### config.mk
export PLATFORM = sky130hd
export DESIGN_NAME = mem_arbiter_flat
export DESIGN_NICKNAME = d
export VERILOG_FILES = /design/src/rtl/mem_arbiter_pkg.sv /design/src/rtl/mem_arbiter_if.sv /design/src/rtl/mem_req_slot.sv /design/src/rtl/mem_arbiter.sv /design/src/flat_wrapper.sv
export SDC_FILE = /design/constraint.sdc
export NUM_CORES = 1
export LEC_CHECK = 0
export CORE_ASPECT_RATIO = 0.75
export CORE_UTILIZATION = 40
export CTS_BUF_LIST = sky130_fd_sc_hd__clkbuf_16
export DETAILED_ROUTE_END_ITERATION = 16
export GPL_ROUTABILITY_DRIVEN = 0
export GPL_TIMING_DRIVEN = 0
export PLACE_DENSITY = 0.77
export RECOVER_POWER = 50
export SYNTH_ARGS = -nofsm -noshare
export SYNTH_HDL_FRONTEND = slang
export SYNTH_SLANG_ARGS = --single-unit
export TNS_END_PERCENT = 5
### constraint.sdc
create_clock -name clk -period 4.11 [get_ports clk]
set_input_delay 1.0275 -clock clk [delete_from_list [all_inputs] [get_ports clk]]
set_output_delay 1.0275 -clock clk [all_outputs]
set_load 0.02 [all_outputs]
### src/rtl/mem_arbiter_pkg.sv
// mem_arbiter_pkg
// Shared definitions for the two-port memory arbiter: the arbiter FSM state
// encoding, the request kind encoding, the port count and the grant-selection
// helper used by the arbiter.
package mem_arbiter_pkg;

  localparam int NPORTS = 2;

  typedef enum logic [1:0] {
    IDLE  = 2'd0,
    ISSUE = 2'd1,
    RESP  = 2'd2
  } arb_state_t;

  typedef enum logic {
    KIND_RD = 1'b0,
    KIND_WR = 1'b1
  } req_kind_t;

  // Picks the winning port among the candidates. A lone candidate always wins.
  // On a tie, round-robin favours the port that did not win the previous tie;
  // fixed priority always favours port 0.
  function automatic logic pick_port(input logic [NPORTS-1:0] cand,
                                     input logic              last,
                                     input logic              rr);
    if (&cand) return rr ? ~last : 1'b0;
    return cand[1];
  endfunction

endpackage

### src/rtl/mem_arbiter_if.sv
// mem_arbiter_if
// Bundles the two request ports and the single-port RAM side of the arbiter.
//   p<i>_addr/wdata/wmask/rstrb : request from port i (wmask!=0 is a write
//                                 strobe, rstrb a one-cycle read strobe)
//   p<i>_rdata                  : registered read data for port i
//   p<i>_rbusy/wbusy            : read / write in progress on port i
//   mem_addr/wdata/wmask/rstrb  : command to the word RAM
//   mem_rdata                   : RAM read data, one cycle after mem_rstrb
// slave  : the arbiter's view; master : the requesters' and RAM's view.
interface mem_arbiter_if;

  logic [31:0] p0_addr;
  logic [31:0] p0_wdata;
  logic [3:0]  p0_wmask;
  logic        p0_rstrb;
  logic [31:0] p0_rdata;
  logic        p0_rbusy;
  logic        p0_wbusy;

  logic [31:0] p1_addr;
  logic [31:0] p1_wdata;
  logic [3:0]  p1_wmask;
  logic        p1_rstrb;
  logic [31:0] p1_rdata;
  logic        p1_rbusy;
  logic        p1_wbusy;

  logic [31:0] mem_addr;
  logic [31:0] mem_wdata;
  logic [3:0]  mem_wmask;
  logic        mem_rstrb;
  logic [31:0] mem_rdata;

  modport slave (
    input  p0_addr, p0_wdata, p0_wmask, p0_rstrb,
    output p0_rdata, p0_rbusy, p0_wbusy,
    input  p1_addr, p1_wdata, p1_wmask, p1_rstrb,
    output p1_rdata, p1_rbusy, p1_wbusy,
    output mem_addr, mem_wdata, mem_wmask, mem_rstrb,
    input  mem_rdata
  );

  modport master (
    output p0_addr, p0_wdata, p0_wmask, p0_rstrb,
    input  p0_rdata, p0_rbusy, p0_wbusy,
    output p1_addr, p1_wdata, p1_wmask, p1_rstrb,
    input  p1_rdata, p1_rbusy, p1_wbusy,
    input  mem_addr, mem_wdata, mem_wmask, mem_rstrb,
    output mem_rdata
  );

endinterface

### src/rtl/mem_req_slot.sv
// mem_req_slot
// One pending-request slot for a single arbiter port, plus the port's busy
// flags.
//   clk, resetn          : clock, asynchronous active-low reset
//   addr/wdata/wmask     : port request fields
//   rstrb                : port read strobe
//   clr                  : slot is retired at the end of this cycle
//   cand                 : slot will hold a request after this edge
//                          (the arbitration candidate for this port)
//   slot_addr/wdata/wmask/kind : captured request
//   rbusy, wbusy         : read / write in progress
module mem_req_slot
  import mem_arbiter_pkg::*;
(
  input  logic        clk,
  input  logic        resetn,
  input  logic [31:0] addr,
  input  logic [31:0] wdata,
  input  logic [3:0]  wmask,
  input  logic        rstrb,
  input  logic        clr,
  output logic        cand,
  output logic [31:0] slot_addr,
  output logic [31:0] slot_wdata,
  output logic [3:0]  slot_wmask,
  output req_kind_t   slot_kind,
  output logic        rbusy,
  output logic        wbusy
);

  logic valid;
  logic is_wr;
  logic strobe;
  logic accept;

  // A write mask wins over a simultaneous read strobe.
  assign is_wr  = |wmask;
  assign strobe = is_wr | rstrb;
  // A slot being retired this cycle is free again, so a strobe arriving in
  // the same cycle is taken; this is what allows a write every cycle.
  assign accept = strobe & (~valid | clr);
  assign cand   = (valid & ~clr) | accept;

  always_ff @(posedge clk or negedge resetn) begin
    if (!resetn) begin
      valid     <= 1'b0;
      slot_kind <= KIND_RD;
    end else begin
      valid <= cand;
      if (accept) slot_kind <= is_wr ? KIND_WR : KIND_RD;
    end
  end

  always_ff @(posedge clk) begin
    if (accept) begin
      slot_addr  <= addr;
      slot_wdata <= wdata;
      slot_wmask <= wmask;
    end
  end

  assign rbusy = rstrb | (valid & (slot_kind == KIND_RD));
  assign wbusy = is_wr | (valid & (slot_kind == KIND_WR));

endmodule

### src/rtl/mem_arbiter.sv
// mem_arbiter
// Shares one single-port word RAM (1-cycle registered read) between two
// request ports. Each port owns a request slot; an IDLE/ISSUE/RESP FSM grants
// one slot at a time, drives the RAM command in ISSUE and returns read data
// in RESP. Writes take one cycle, reads two, with no gap between grants.
//   RR     : 1 = round-robin on ties, 0 = fixed priority to port 0
//   clk    : clock
//   resetn : asynchronous active-low reset
//   bus    : request ports and RAM side (mem_arbiter_if.slave)
module mem_arbiter
  import mem_arbiter_pkg::*;
#(
  parameter int RR = 1
) (
  input  logic          clk,
  input  logic          resetn,
  mem_arbiter_if.slave  bus
);

  logic [NPORTS-1:0] cand;
  logic [NPORTS-1:0] clr;
  logic [NPORTS-1:0] rd_load;
  logic [NPORTS-1:0] rbusy;
  logic [NPORTS-1:0] wbusy;
  logic [31:0]       s_addr  [NPORTS];
  logic [31:0]       s_wdata [NPORTS];
  logic [3:0]        s_wmask [NPORTS];
  req_kind_t         s_kind  [NPORTS];
  logic [31:0]       rdata_q [NPORTS];

  arb_state_t state, state_nxt;
  logic       grant, grant_nxt;
  logic       last, last_nxt;
  logic       decide;

  mem_req_slot u_slot0 (
    .clk        (clk),
    .resetn     (resetn),
    .addr       (bus.p0_addr),
    .wdata      (bus.p0_wdata),
    .wmask      (bus.p0_wmask),
    .rstrb      (bus.p0_rstrb),
    .clr        (clr[0]),
    .cand       (cand[0]),
    .slot_addr  (s_addr[0]),
    .slot_wdata (s_wdata[0]),
    .slot_wmask (s_wmask[0]),
    .slot_kind  (s_kind[0]),
    .rbusy      (rbusy[0]),
    .wbusy      (wbusy[0])
  );

  mem_req_slot u_slot1 (
    .clk        (clk),
    .resetn     (resetn),
    .addr       (bus.p1_addr),
    .wdata      (bus.p1_wdata),
    .wmask      (bus.p1_wmask),
    .rstrb      (bus.p1_rstrb),
    .clr        (clr[1]),
    .cand       (cand[1]),
    .slot_addr  (s_addr[1]),
    .slot_wdata (s_wdata[1]),
    .slot_wmask (s_wmask[1]),
    .slot_kind  (s_kind[1]),
    .rbusy      (rbusy[1]),
    .wbusy      (wbusy[1])
  );

  // last starts at port 1 so port 0 wins the first tie.
  always_ff @(posedge clk or negedge resetn) begin
    if (!resetn) begin
      state <= IDLE;
      grant <= 1'b0;
      last  <= 1'b1;
    end else begin
      state <= state_nxt;
      grant <= grant_nxt;
      last  <= last_nxt;
    end
  end

  always_ff @(posedge clk or negedge resetn) begin
    if (!resetn) begin
      for (int i = 0; i < NPORTS; i++) rdata_q[i] <= '0;
    end else begin
      for (int i = 0; i < NPORTS; i++) begin
        if (rd_load[i]) rdata_q[i] <= bus.mem_rdata;
      end
    end
  end

  // Slot retirement depends only on the current state, keeping the
  // candidate vector (which depends on clr) free of loops.
  always_comb begin
    clr     = '0;
    rd_load = '0;
    case (state)
      ISSUE: if (s_kind[grant] == KIND_WR) clr[grant] = 1'b1;
      RESP: begin
        clr[grant]     = 1'b1;
        rd_load[grant] = 1'b1;
      end
      default: ;
    endcase
  end

  // The tie pointer only moves on contended decisions, so repeated
  // simultaneous requests alternate even when lone grants intervene.
  always_comb begin
    state_nxt = state;
    grant_nxt = grant;
    last_nxt  = last;
    decide    = 1'b0;
    case (state)
      IDLE:  decide = 1'b1;
      ISSUE: begin
        if (s_kind[grant] == KIND_WR) decide = 1'b1;
        else state_nxt = RESP;
      end
      RESP:    decide = 1'b1;
      default: state_nxt = IDLE;
    endcase
    if (decide) begin
      if (cand == '0) begin
        state_nxt = IDLE;
      end else begin
        state_nxt = ISSUE;
        grant_nxt = pick_port(cand, last, RR != 0);
        if (&cand) last_nxt = grant_nxt;
      end
    end
  end

  always_comb begin
    bus.mem_addr  = '0;
    bus.mem_wdata = '0;
    bus.mem_wmask = '0;
    bus.mem_rstrb = 1'b0;
    if (state == ISSUE) begin
      bus.mem_addr  = s_addr[grant];
      bus.mem_wdata = s_wdata[grant];
      if (s_kind[grant] == KIND_WR) bus.mem_wmask = s_wmask[grant];
      else bus.mem_rstrb = 1'b1;
    end
  end

  assign bus.p0_rdata = rdata_q[0];
  assign bus.p1_rdata = rdata_q[1];
  assign bus.p0_rbusy = rbusy[0];
  assign bus.p1_rbusy = rbusy[1];
  assign bus.p0_wbusy = wbusy[0];
  assign bus.p1_wbusy = wbusy[1];

endmodule

### src/flat_wrapper.sv
// flat-port wrapper written by rule: the top's interface ports become plain ports
module mem_arbiter_flat import mem_arbiter_pkg::*;
#(
  parameter int RR = 1
)
  (clk, resetn, bus_p0_addr, bus_p0_wdata, bus_p0_wmask, bus_p0_rstrb, bus_p0_rdata, bus_p0_rbusy, bus_p0_wbusy, bus_p1_addr, bus_p1_wdata, bus_p1_wmask, bus_p1_rstrb, bus_p1_rdata, bus_p1_rbusy, bus_p1_wbusy, bus_mem_addr, bus_mem_wdata, bus_mem_wmask, bus_mem_rstrb, bus_mem_rdata);
  mem_arbiter_if bus_i ();
  input  logic clk;
  input  logic resetn;
  input wire logic [$bits(bus_i.p0_addr)-1:0] bus_p0_addr;
  input wire logic [$bits(bus_i.p0_wdata)-1:0] bus_p0_wdata;
  input wire logic [$bits(bus_i.p0_wmask)-1:0] bus_p0_wmask;
  input wire logic [$bits(bus_i.p0_rstrb)-1:0] bus_p0_rstrb;
  output wire logic [$bits(bus_i.p0_rdata)-1:0] bus_p0_rdata;
  output wire logic [$bits(bus_i.p0_rbusy)-1:0] bus_p0_rbusy;
  output wire logic [$bits(bus_i.p0_wbusy)-1:0] bus_p0_wbusy;
  input wire logic [$bits(bus_i.p1_addr)-1:0] bus_p1_addr;
  input wire logic [$bits(bus_i.p1_wdata)-1:0] bus_p1_wdata;
  input wire logic [$bits(bus_i.p1_wmask)-1:0] bus_p1_wmask;
  input wire logic [$bits(bus_i.p1_rstrb)-1:0] bus_p1_rstrb;
  output wire logic [$bits(bus_i.p1_rdata)-1:0] bus_p1_rdata;
  output wire logic [$bits(bus_i.p1_rbusy)-1:0] bus_p1_rbusy;
  output wire logic [$bits(bus_i.p1_wbusy)-1:0] bus_p1_wbusy;
  output wire logic [$bits(bus_i.mem_addr)-1:0] bus_mem_addr;
  output wire logic [$bits(bus_i.mem_wdata)-1:0] bus_mem_wdata;
  output wire logic [$bits(bus_i.mem_wmask)-1:0] bus_mem_wmask;
  output wire logic [$bits(bus_i.mem_rstrb)-1:0] bus_mem_rstrb;
  input wire logic [$bits(bus_i.mem_rdata)-1:0] bus_mem_rdata;
  assign bus_i.p0_addr = bus_p0_addr;
  assign bus_i.p0_wdata = bus_p0_wdata;
  assign bus_i.p0_wmask = bus_p0_wmask;
  assign bus_i.p0_rstrb = bus_p0_rstrb;
  assign bus_p0_rdata = bus_i.p0_rdata;
  assign bus_p0_rbusy = bus_i.p0_rbusy;
  assign bus_p0_wbusy = bus_i.p0_wbusy;
  assign bus_i.p1_addr = bus_p1_addr;
  assign bus_i.p1_wdata = bus_p1_wdata;
  assign bus_i.p1_wmask = bus_p1_wmask;
  assign bus_i.p1_rstrb = bus_p1_rstrb;
  assign bus_p1_rdata = bus_i.p1_rdata;
  assign bus_p1_rbusy = bus_i.p1_rbusy;
  assign bus_p1_wbusy = bus_i.p1_wbusy;
  assign bus_mem_addr = bus_i.mem_addr;
  assign bus_mem_wdata = bus_i.mem_wdata;
  assign bus_mem_wmask = bus_i.mem_wmask;
  assign bus_mem_rstrb = bus_i.mem_rstrb;
  assign bus_i.mem_rdata = bus_mem_rdata;
  mem_arbiter #(.RR(RR)) u_core (.clk(clk), .resetn(resetn), .bus(bus_i));
endmodule
Word level (Yosys, flattened, before mapping). Index checks and enable logic that the tools add are counted.

Register bits after elaboration: 208. Latch bits: 0. Memory bits (writable): 0. Memory bits (read-only): 0. Input bits: 172. Output and inout bits: 137. Logic and storage cells: 95. Memories: 0.

Add/subtract/negate cells: 0. $mul: 0. Div/mod/pow operators: 0. Magnitude comparators: 3. Eq/ne operators: 4. Shifts and indexed selects: 0. Mux-type cells: 36. Bitwise logic cells: 27. Reductions and logical operators: 10.

Operators by type and width (count): $mux W32 (8); $mux W4 (5); $mux W1 (15); $or A1 B1 Y1 (10); $and A1 B1 Y1 (8); $mux W2 (4); $not A1 Y1 (8); $pmux W2 S2 (2); $reduce_or A4 Y1 (2); $reduce_and A2 Y1 (3); $logic_not A2 Y1 (2); $reduce_and A4 Y1 (1); $ne A3 B2 Y1 const B (1); $eq A2 B1 Y1 const B (1); $eq A2 B2 Y1 const B (1); $ge A2 B2 Y1 const B (1); $lt A1 B2 Y1 const B (1); $ne A2 B1 Y1 const B (1); $not A1 Y2 (1); $pmux W1 S2 (1); $reduce_or A2 Y1 (1); $demux W1 S1 (1); $ge A1 B1 Y1 const B (1); $logic_and A1 B1 Y1 (1).

Depth between registers and ports, before layout. Gate-level depths: netlist of the first run.

Word-level depth: 14. Depth in mapped cells: 6. Depth with buffers taken out: 6.

Modules after synthesis. From an unflattened synthesis of the first run, not the netlist that was laid out.

Cell total of the unflattened synthesis: 485. Area total of the unflattened synthesis: 8021.4 um^2.

By module, submodules not included: mem_req_slot (instances 2, cells an instance 82, area an instance 2172.1 um^2, sequential area each 2092.0 um^2); mem_arbiter (instances 1, cells an instance 321, area an instance 3677.3 um^2, sequential area each 1702.9 um^2).

Worst setup path after synthesis of the first run. Ideal clock, no wire load.

Kind: input to register. Start: in bus_p0_wmask[1]. End: reg u_core.u_slot0.slot_addr[0], enable pin. Setup time: 497 ps. Arrival time: 4071 ps. Data required time: 3613 ps. Path slack: -457 ps. Cell stages on the path: 3. Buffers on the path: 0. Path through: or4_4 nor2_4 nor2_1.

Longest elaborated chain between the ends: 3.

RTL lines: start: declaration (line flat_wrapper.sv:12) `input wire logic [$bits(bus_i.p0_wmask)-1:0] bus_p0_wmask;`; $reduce_or A4 Y1 (line mem_req_slot.sv:37) `assign is_wr = |wmask;`; $or A1 B1 Y1 (line mem_req_slot.sv:38) `assign strobe = is_wr | rstrb;`; $and A1 B1 Y1 (line mem_req_slot.sv:41) `assign accept = strobe & (~valid | clr);`; named net u_core.u_slot0.accept (line mem_req_slot.sv:34) `logic accept;`; end signal: assignment (line mem_req_slot.sv:56) `slot_addr <= addr;`; end: declaration (line mem_req_slot.sv:23) `output logic [31:0] slot_addr,`.

The timed path passes the listed nets, and every way through them passes these cells. A chain may end at the register's enable or synchronous reset.

Worst setup path after layout of the first run.
Start: in bus_p0_wmask[1]. End: out bus_p0_wbusy.

Longest elaborated chain between the ends: 2.

RTL lines: $reduce_or A4 Y1 (line mem_req_slot.sv:37); $or A1 B1 Y1 (line mem_req_slot.sv:63) `assign wbusy = is_wr | (valid & (slot_kind == KIND_WR));`; end: declaration (line flat_wrapper.sv:16) `output wire logic [$bits(bus_i.p0_wbusy)-1:0] bus_p0_wbusy;`.

No other way between the ends.

==> results of run 1 <==
[final timing paths]
kind / to / slack (ps) / cells past startpoint
setup reg to reg: u_core.u_slot0.slot_addr[21]$_DFFE_PP_ / 1380 / 8
min in group asynchronous: u_core.bus.p0_rdata[4]$_DFFE_PN0P_ / 680 / 1
setup / recovery: bus_p0_wbusy / 130 / 4
hold reg to reg: u_core.bus.p0_rdata[20]$_DFFE_PN0P_ / 500 / 1
max in group asynchronous: u_core.bus.p0_rdata[23]$_DFFE_PN0P_ / 1570 / 2
hold / removal: u_core.bus.p0_rdata[20]$_DFFE_PN0P_ / 500 / 1
[per-stage QoR]
step	hold slack, ps	power [mW]
6_report	502	9.65
5_1_grt	515	10.1
4_1_cts	404	9.79
3_5_place_dp	492	7.96
3_3_place_gp	487	7.85
2_1_floorplan	505	5.78
[timing repair]
action,in CTS,in global routing
setup buffers,0,0
endpoints found under the setup margin,16,2
gates resized for setup,1,4
[cells by family after synthesis]
| family | count (synthesis) | synth area share (%) |
|---|---|---|
| AO/OA/AOI/OAI | 20 | 1.93 |
| XOR/XNOR | 1 | 0.107 |
| adder cells (fa/ha/maj) | 4 | 0.611 |
| buffers and inverters | 27 | 1.51 |
| flip-flops | 208 | 71.9 |
| multiplexers | 134 | 17.4 |
| AND/OR/NAND/NOR | 89 | 6.54 |
[synthesized netlist by cell type, drive strengths merged]
library cell / n
dfstp: 1
o21a: 1
mux2i: 69
edfxtp: 136
mux2: 65
nand2: 11
a2bb2oi: 1
and2: 1
xor2: 1
inv: 6
o21ai: 2
nor2b: 65
buf: 14
nor2: 8
ha: 4
clkbuf: 7
dfrtp: 71
a22o: 1
nor3: 1
or4: 2
a21oi: 5
nand2b: 1
a221oi: 1
a32oi: 1
o311a: 1
a21o: 7
[sequential cells by signal (all words and copies together), names as in the netlist, 2 cells and up]
register	flops
u_core.u_slot1.slot_wdata	32
u_core.state	2
u_core.u_slot1.slot_addr	32
u_core.bus.p0_rdata	32
u_core.bus.p1_rdata	32
u_core.u_slot0.slot_addr	32
u_core.u_slot0.slot_wmask	4
u_core.u_slot0.slot_wdata	32
u_core.u_slot1.slot_wmask	4
[critical path, delay by kind of cell]
kind | cells | cell delay, ps
buffers and inverters | 2 | 1110
AND/OR/NAND/NOR | 1 | 600
AO/OA/AOI/OAI | 1 | 220
[power groups by stage]
stage,combinational (mW),clock (mW),sequential (mW)
floorplan,1.99,0,3.78
global placement,4.44,0,3.41
detailed placement,4.57,0,3.39
CTS,4.59,1.84,3.35
global route,4.76,1.93,3.43
finish,4.50,1.80,3.35
[layer usage]
metal / global-route usage [%] / wire, um
met5: 0 / 10
met1: 25.4 / 8830
met3: 4.93 / 1390
met4: 3.94 / 325
met2: 32.3 / 9790
[final cells by class]
type	count	area (sq um)
clock inverters	16	119
clock buffers	21	526
inverters	6	22.5
plain buffers	21	97.6
flip-flops and latches	208	5890
repair buffers	312	3150
fillers	1495	7410
multi-input cells	248	2180
well taps	253	317
==> results by group, run 1 <==
Yosys
  – Synth top area share: 49.9%
  – Seq/Total Area, Yosys: 71.9%
  – Synth cell types: 32
  – Syn Nets: approximately 660
  – Flops & latches, synth: 208
  – Cells after Synth: 483
  – Cell Area, Synth: 8190 sq um
  – Top cell type by total area after synthesis: edfxtp_1
  – Syn Area/Cell: 16.9 sq um
  – Synth area leaders: edfxtp_1, dfrtp_1, mux2_2, mux2i_1, nor2b_1
  – Yosys warnings: 0

GRT
  – Vias in the first global route: 5592
  – Initial antenna violation count: 1
  – Largest net degree at the start of global routing: 56
  – GRT overflow: 0
  – GRT Util Overall: 19.3%
  – First-pass GRT wire length: 31400 um

Worst hold path
  – Hold Crit Class: register to register
  – Min-delay src: u_core.bus.p0_rdata[20]$_DFFE_PN0P_

Placement
  – DP Area: 11700 sq um
  – Hpwl dp: 14900 um
  – Pre-CTS worst setup slack: 268 ps
  – DP Cell Count: 1048
  – Port Buffers: about 300

Clock tree
  – Clk Latency, worst-skew pair: between 400 and 500 ps
  – Reg clk slew, reported paths: 60 ps
  – Hold bufs inserted after CTS: 0
  – CTS Root Cell: clkbuf_16
  – CTS H-tree lvls: 1
  – Clock sink total: ~210
  – CTS tree: done
  – CTS Buf Count: 21
  – Maximum root-to-sink buffer count: 3

Detailed routing
  – First-pass DRT Iterations: 6
  – Average wire per standard cell: 18.7 um
  – Iter 0 DRT Violations: 274
  – Vias: about 5200
  – Final WL: 20300 um
  – DRC errors left: 0
  – Avg Vias per Cell: between 4 and 5
  – Antenna Nets Post-Route: 0

Final layout
  – Total Nets Final: 994
  – Area delta synth->final: 50.2%
  – Final instance count without filler cells: roughly 1100
  – Antenna Cells: 0
  – Layout Utilization: just over 60%
  – Design Area, Final: 12300 sq um
  – Most frequent cells in the layout: clkdlybuf4s50_1, dlygate4sd3_1, edfxtp_1
  – Most common cell after layout, fill and taps aside: clkdlybuf4s50_1
  – Layout cells sized above 1: 13.7%

Worst setup path
  – Required @ worst endpoint: 3080 ps
  – Reg2reg start: u_core.state[1]$_DFFE_PN0P_
  – Kind of critical path: input port to primary output
  – Worst Setup Start Kind: input port
  – Worst setup path startpoint: bus_p0_wmask[1]
  – CP Cell Sequence: dlygate4sd3_1 -> or4_1 -> a21o_2 -> clkdlybuf4s50_1
  – Worst Path Max Fanout: 3
  – CP Capture Type: primary output
  – Highest-delay cell along the critical path: or4_1
  – Arrival time worst endpoint: ~3000 ps
  – Max incr delay on CP: 600 ps

Outcome
  – Status: finished, final reports clean

Flow run
  – Maxcap violations: 0

Timing
  – Worst rel slew slack: 9.79%
  – Worst Slack Setup Final: 133 ps
  – Final Critical Period: 3980 ps
  – Max Clk Rate: 251 MHz
  – Worst Max-Slew Pin Slew: 1350 ps
  – RSZ-0062 raised after global routing: false
  – Setup TNS: 0 ps
  – Period utilisation layout: a little over nine tenths
  – Setup-failing EPs final: 0
  – Final hold vios: 0
  – Max-slew violations: 0
  – Clock skew: around 8.3 ps

Floorplan
  – Die Y: 126 um
  – Initial Util: 41.5%
  – Die X: approximately 170 um
  – Core ar.: 19700 sq um
  – I/O pin count: between 300 and 400
  – # rows: 44
  – Die Footprint: 21000 sq um

Power
  – Switching Power: 3.36 mW
  – Peak VDD IR: 0.488 mV
  – Cell Pwr Density: 785 nW/um^2
  – P_int: between 6 and 7 mW
  – Gate power share: 46.6%
  – Flop pwr share: 34.8%
  – Switching Share: 34.9%
  – Clk pwr share: approximately a fifth
  – LEAKAGE: around 4.8 nW
Note: power is estimated with default switching activity, not from simulation.
==> run 2, diff against run 1 <==
--- a/config.mk
+++ b/config.mk
@@ -5,13 +5,15 @@
 export SDC_FILE = /design/constraint.sdc
 export NUM_CORES = 1
 export LEC_CHECK = 0
+export CELL_PAD_IN_SITES_DETAIL_PLACEMENT = 0
+export CELL_PAD_IN_SITES_GLOBAL_PLACEMENT = 1
 export CORE_ASPECT_RATIO = 0.75
-export CORE_UTILIZATION = 40
+export CORE_UTILIZATION = 32
 export CTS_BUF_LIST = sky130_fd_sc_hd__clkbuf_16
 export DETAILED_ROUTE_END_ITERATION = 16
 export GPL_ROUTABILITY_DRIVEN = 0
 export GPL_TIMING_DRIVEN = 0
-export PLACE_DENSITY = 0.77
+export PLACE_DENSITY_LB_ADDON = 0.1
 export RECOVER_POWER = 50
 export SYNTH_ARGS = -nofsm -noshare
 export SYNTH_HDL_FRONTEND = slang
==> results by group, run 2 (synthesis results as in run 1) <==
Detailed routing
  – Iter 0 DRT Violations: 208
  – Vias: around 5200
  – Met2 wire length: 9970 um
  – Average wire per standard cell: 18.1 um
  – Avg Vias per Cell: 4.44
  – DR top layer: met5
  – First-pass DRT Iterations: 4
  – WL met1: roughly 9500 um
  – DRC errors left: 0
  – Met3 wire length: 1400 um
  – Final WL: 21300 um
  – Antenna Nets Post-Route: 0

Clock tree
  – Postcts setup bufs: 0
  – CTS Root Cell: clkbuf_16
  – CTS tree: done
  – Reg clk slew, reported paths: approximately 60 ps
  – Maximum root-to-sink buffer count: 3
  – CTS H-tree lvls: 1
  – Clk Latency, worst-skew pair: approximately 500 ps
  – CTS Buf Count: 22
  – Clock sink total: 208

GRT
  – First-pass GRT wire length: approximately 33000 um
  – GRT overflow: 0
  – Largest net degree at the start of global routing: 73
  – Vias in the first global route: 5656
  – GRT Util Overall: 16.1%
  – Initial antenna violation count: 5

Timing
  – RSZ-0062 raised after global routing: false
  – Worst Slack Setup Final: just over 90 ps
  – Max-slew violations: 73
  – Hold_ws: just over 500 ps
  – Final Critical Period: 4020 ps
  – Worst rel slew slack: -18.1%
  – Worst Max-Slew Pin Slew: about 1800 ps
  – Max Clk Rate: around 250 MHz
  – Period utilisation layout: 97.8%
  – Final hold vios: 0
  – Setup TNS: 0 ps
  – Setup-failing EPs final: 0
  – Clock skew: 9.30 ps

Outcome
  – Failing checks: max-capacitance violations, max-slew violations
  – Status: finished, violations left

Worst setup path
  – Arrival time worst endpoint: 2990 ps
  – Worst Setup Start Kind: input port
  – CP Cell Sequence: dlygate4sd3_1 -> or4_1 -> a21o_1 -> clkdlybuf4s50_1
  – Highest-delay cell along the critical path: or4_1
  – Worst Path Max Fanout: 4
  – CP bufs+invs: 2
  – Required @ worst endpoint: 3080 ps
  – Crit path max-delay family: buffers and inverters
  – CP Capture Type: primary output
  – Max incr delay on CP: 620 ps
  – Kind of critical path: input port to primary output

Placement
  – DP Area: 11800 sq um
  – Pre-CTS worst setup slack: 253 ps
  – Port Buffers: 308
  – Hpwl dp: 15600 um
  – DP Cell Count: 1133

Final layout
  – Final instance count without filler cells: 1177
  – Layout Utilization: 50.3%
  – Most frequent cells in the layout: clkdlybuf4s50_1, dlygate4sd3_1, edfxtp_1
  – Design Area, Final: 12600 sq um
  – Total Nets Final: 995
  – Layout cells sized above 1: 15.0%
  – Fillers: 2144
  – Most common cell after layout, fill and taps aside: clkdlybuf4s50_1
  – Area delta synth->final: 53.6%

Worst hold path
  – Hold Crit Class: register to register

Floorplan
  – I/O pin count: just over 300
  – Initial Util: 32.7%
  – Die Footprint: 26200 sq um
  – Die Y: between 100 and 150 um
  – Core ar.: 25000 sq um
  – Die X: 187 um
  – # rows: 50

Power
  – LEAKAGE: 4.85 nW
  – PnR Total Power: 9.95 mW
  – Peak VDD IR: 0.311 mV
  – Cell Pwr Density: 791 nW/um^2

Flow run
  – Maxcap violations: 1
run 2: what timing repair did:
action	4_1_cts	5_1_grt
hold buffers	0	0
cloned	0	0
endpoints found under the setup margin	16	2
gates resized for setup	2	2
run 2: final cells by class:
class	count	area (sq um)	area share [%]
inverter	6	22.5	0.179
multi-input combinational	248	2180	17.3
clock inverter	15	144	1.14
sequential	208	5890	46.8
tap	338	423	3.36
buffer	21	97.6	0.776
clock buffer	25	626	4.97
antenna	4	10.0	0.0796
timing repair buffer	312	3190	25.4
run 2: final timing paths:
check | startpoint | to | slack [ps] | cells past startpoint
max in group asynchronous | resetn | u_core.bus.p0_rdata[3]$_DFFE_PN0P_ | 2060 | 1
min in group asynchronous | resetn | u_core.bus.p1_rdata[24]$_DFFE_PN0N_ | 1000 | 1
worst max-delay path | bus_p1_wmask[1] | bus_p1_wbusy | 90 | 4
worst min-delay path | u_core.bus.p0_rdata[10]$_DFFE_PN0P_ | u_core.bus.p0_rdata[10]$_DFFE_PN0P_ | 500 | 1
worst min register to register | u_core.bus.p0_rdata[10]$_DFFE_PN0P_ | u_core.bus.p0_rdata[10]$_DFFE_PN0P_ | 500 | 1
worst max register to register | u_core.state[1]$_DFFE_PN0P_ | u_core.u_slot0.slot_wdata[24]$_DFFE_PP_ | 1600 | 8
run 2: layer usage:
metal	track usage, %	vias to the layer above
met3	4.79	35
li1	-	2446
met1	20.9	2559
met4	4.83	2
met5	0	-
met2	26.0	182
run 2: power by group:
| group | internal [mW] | switching, mW |
|---|---|---|
| logic | 2.19 | 2.33 |
| registers | 3.08 | 0.278 |
| clock network | 1.28 | 0.801 |
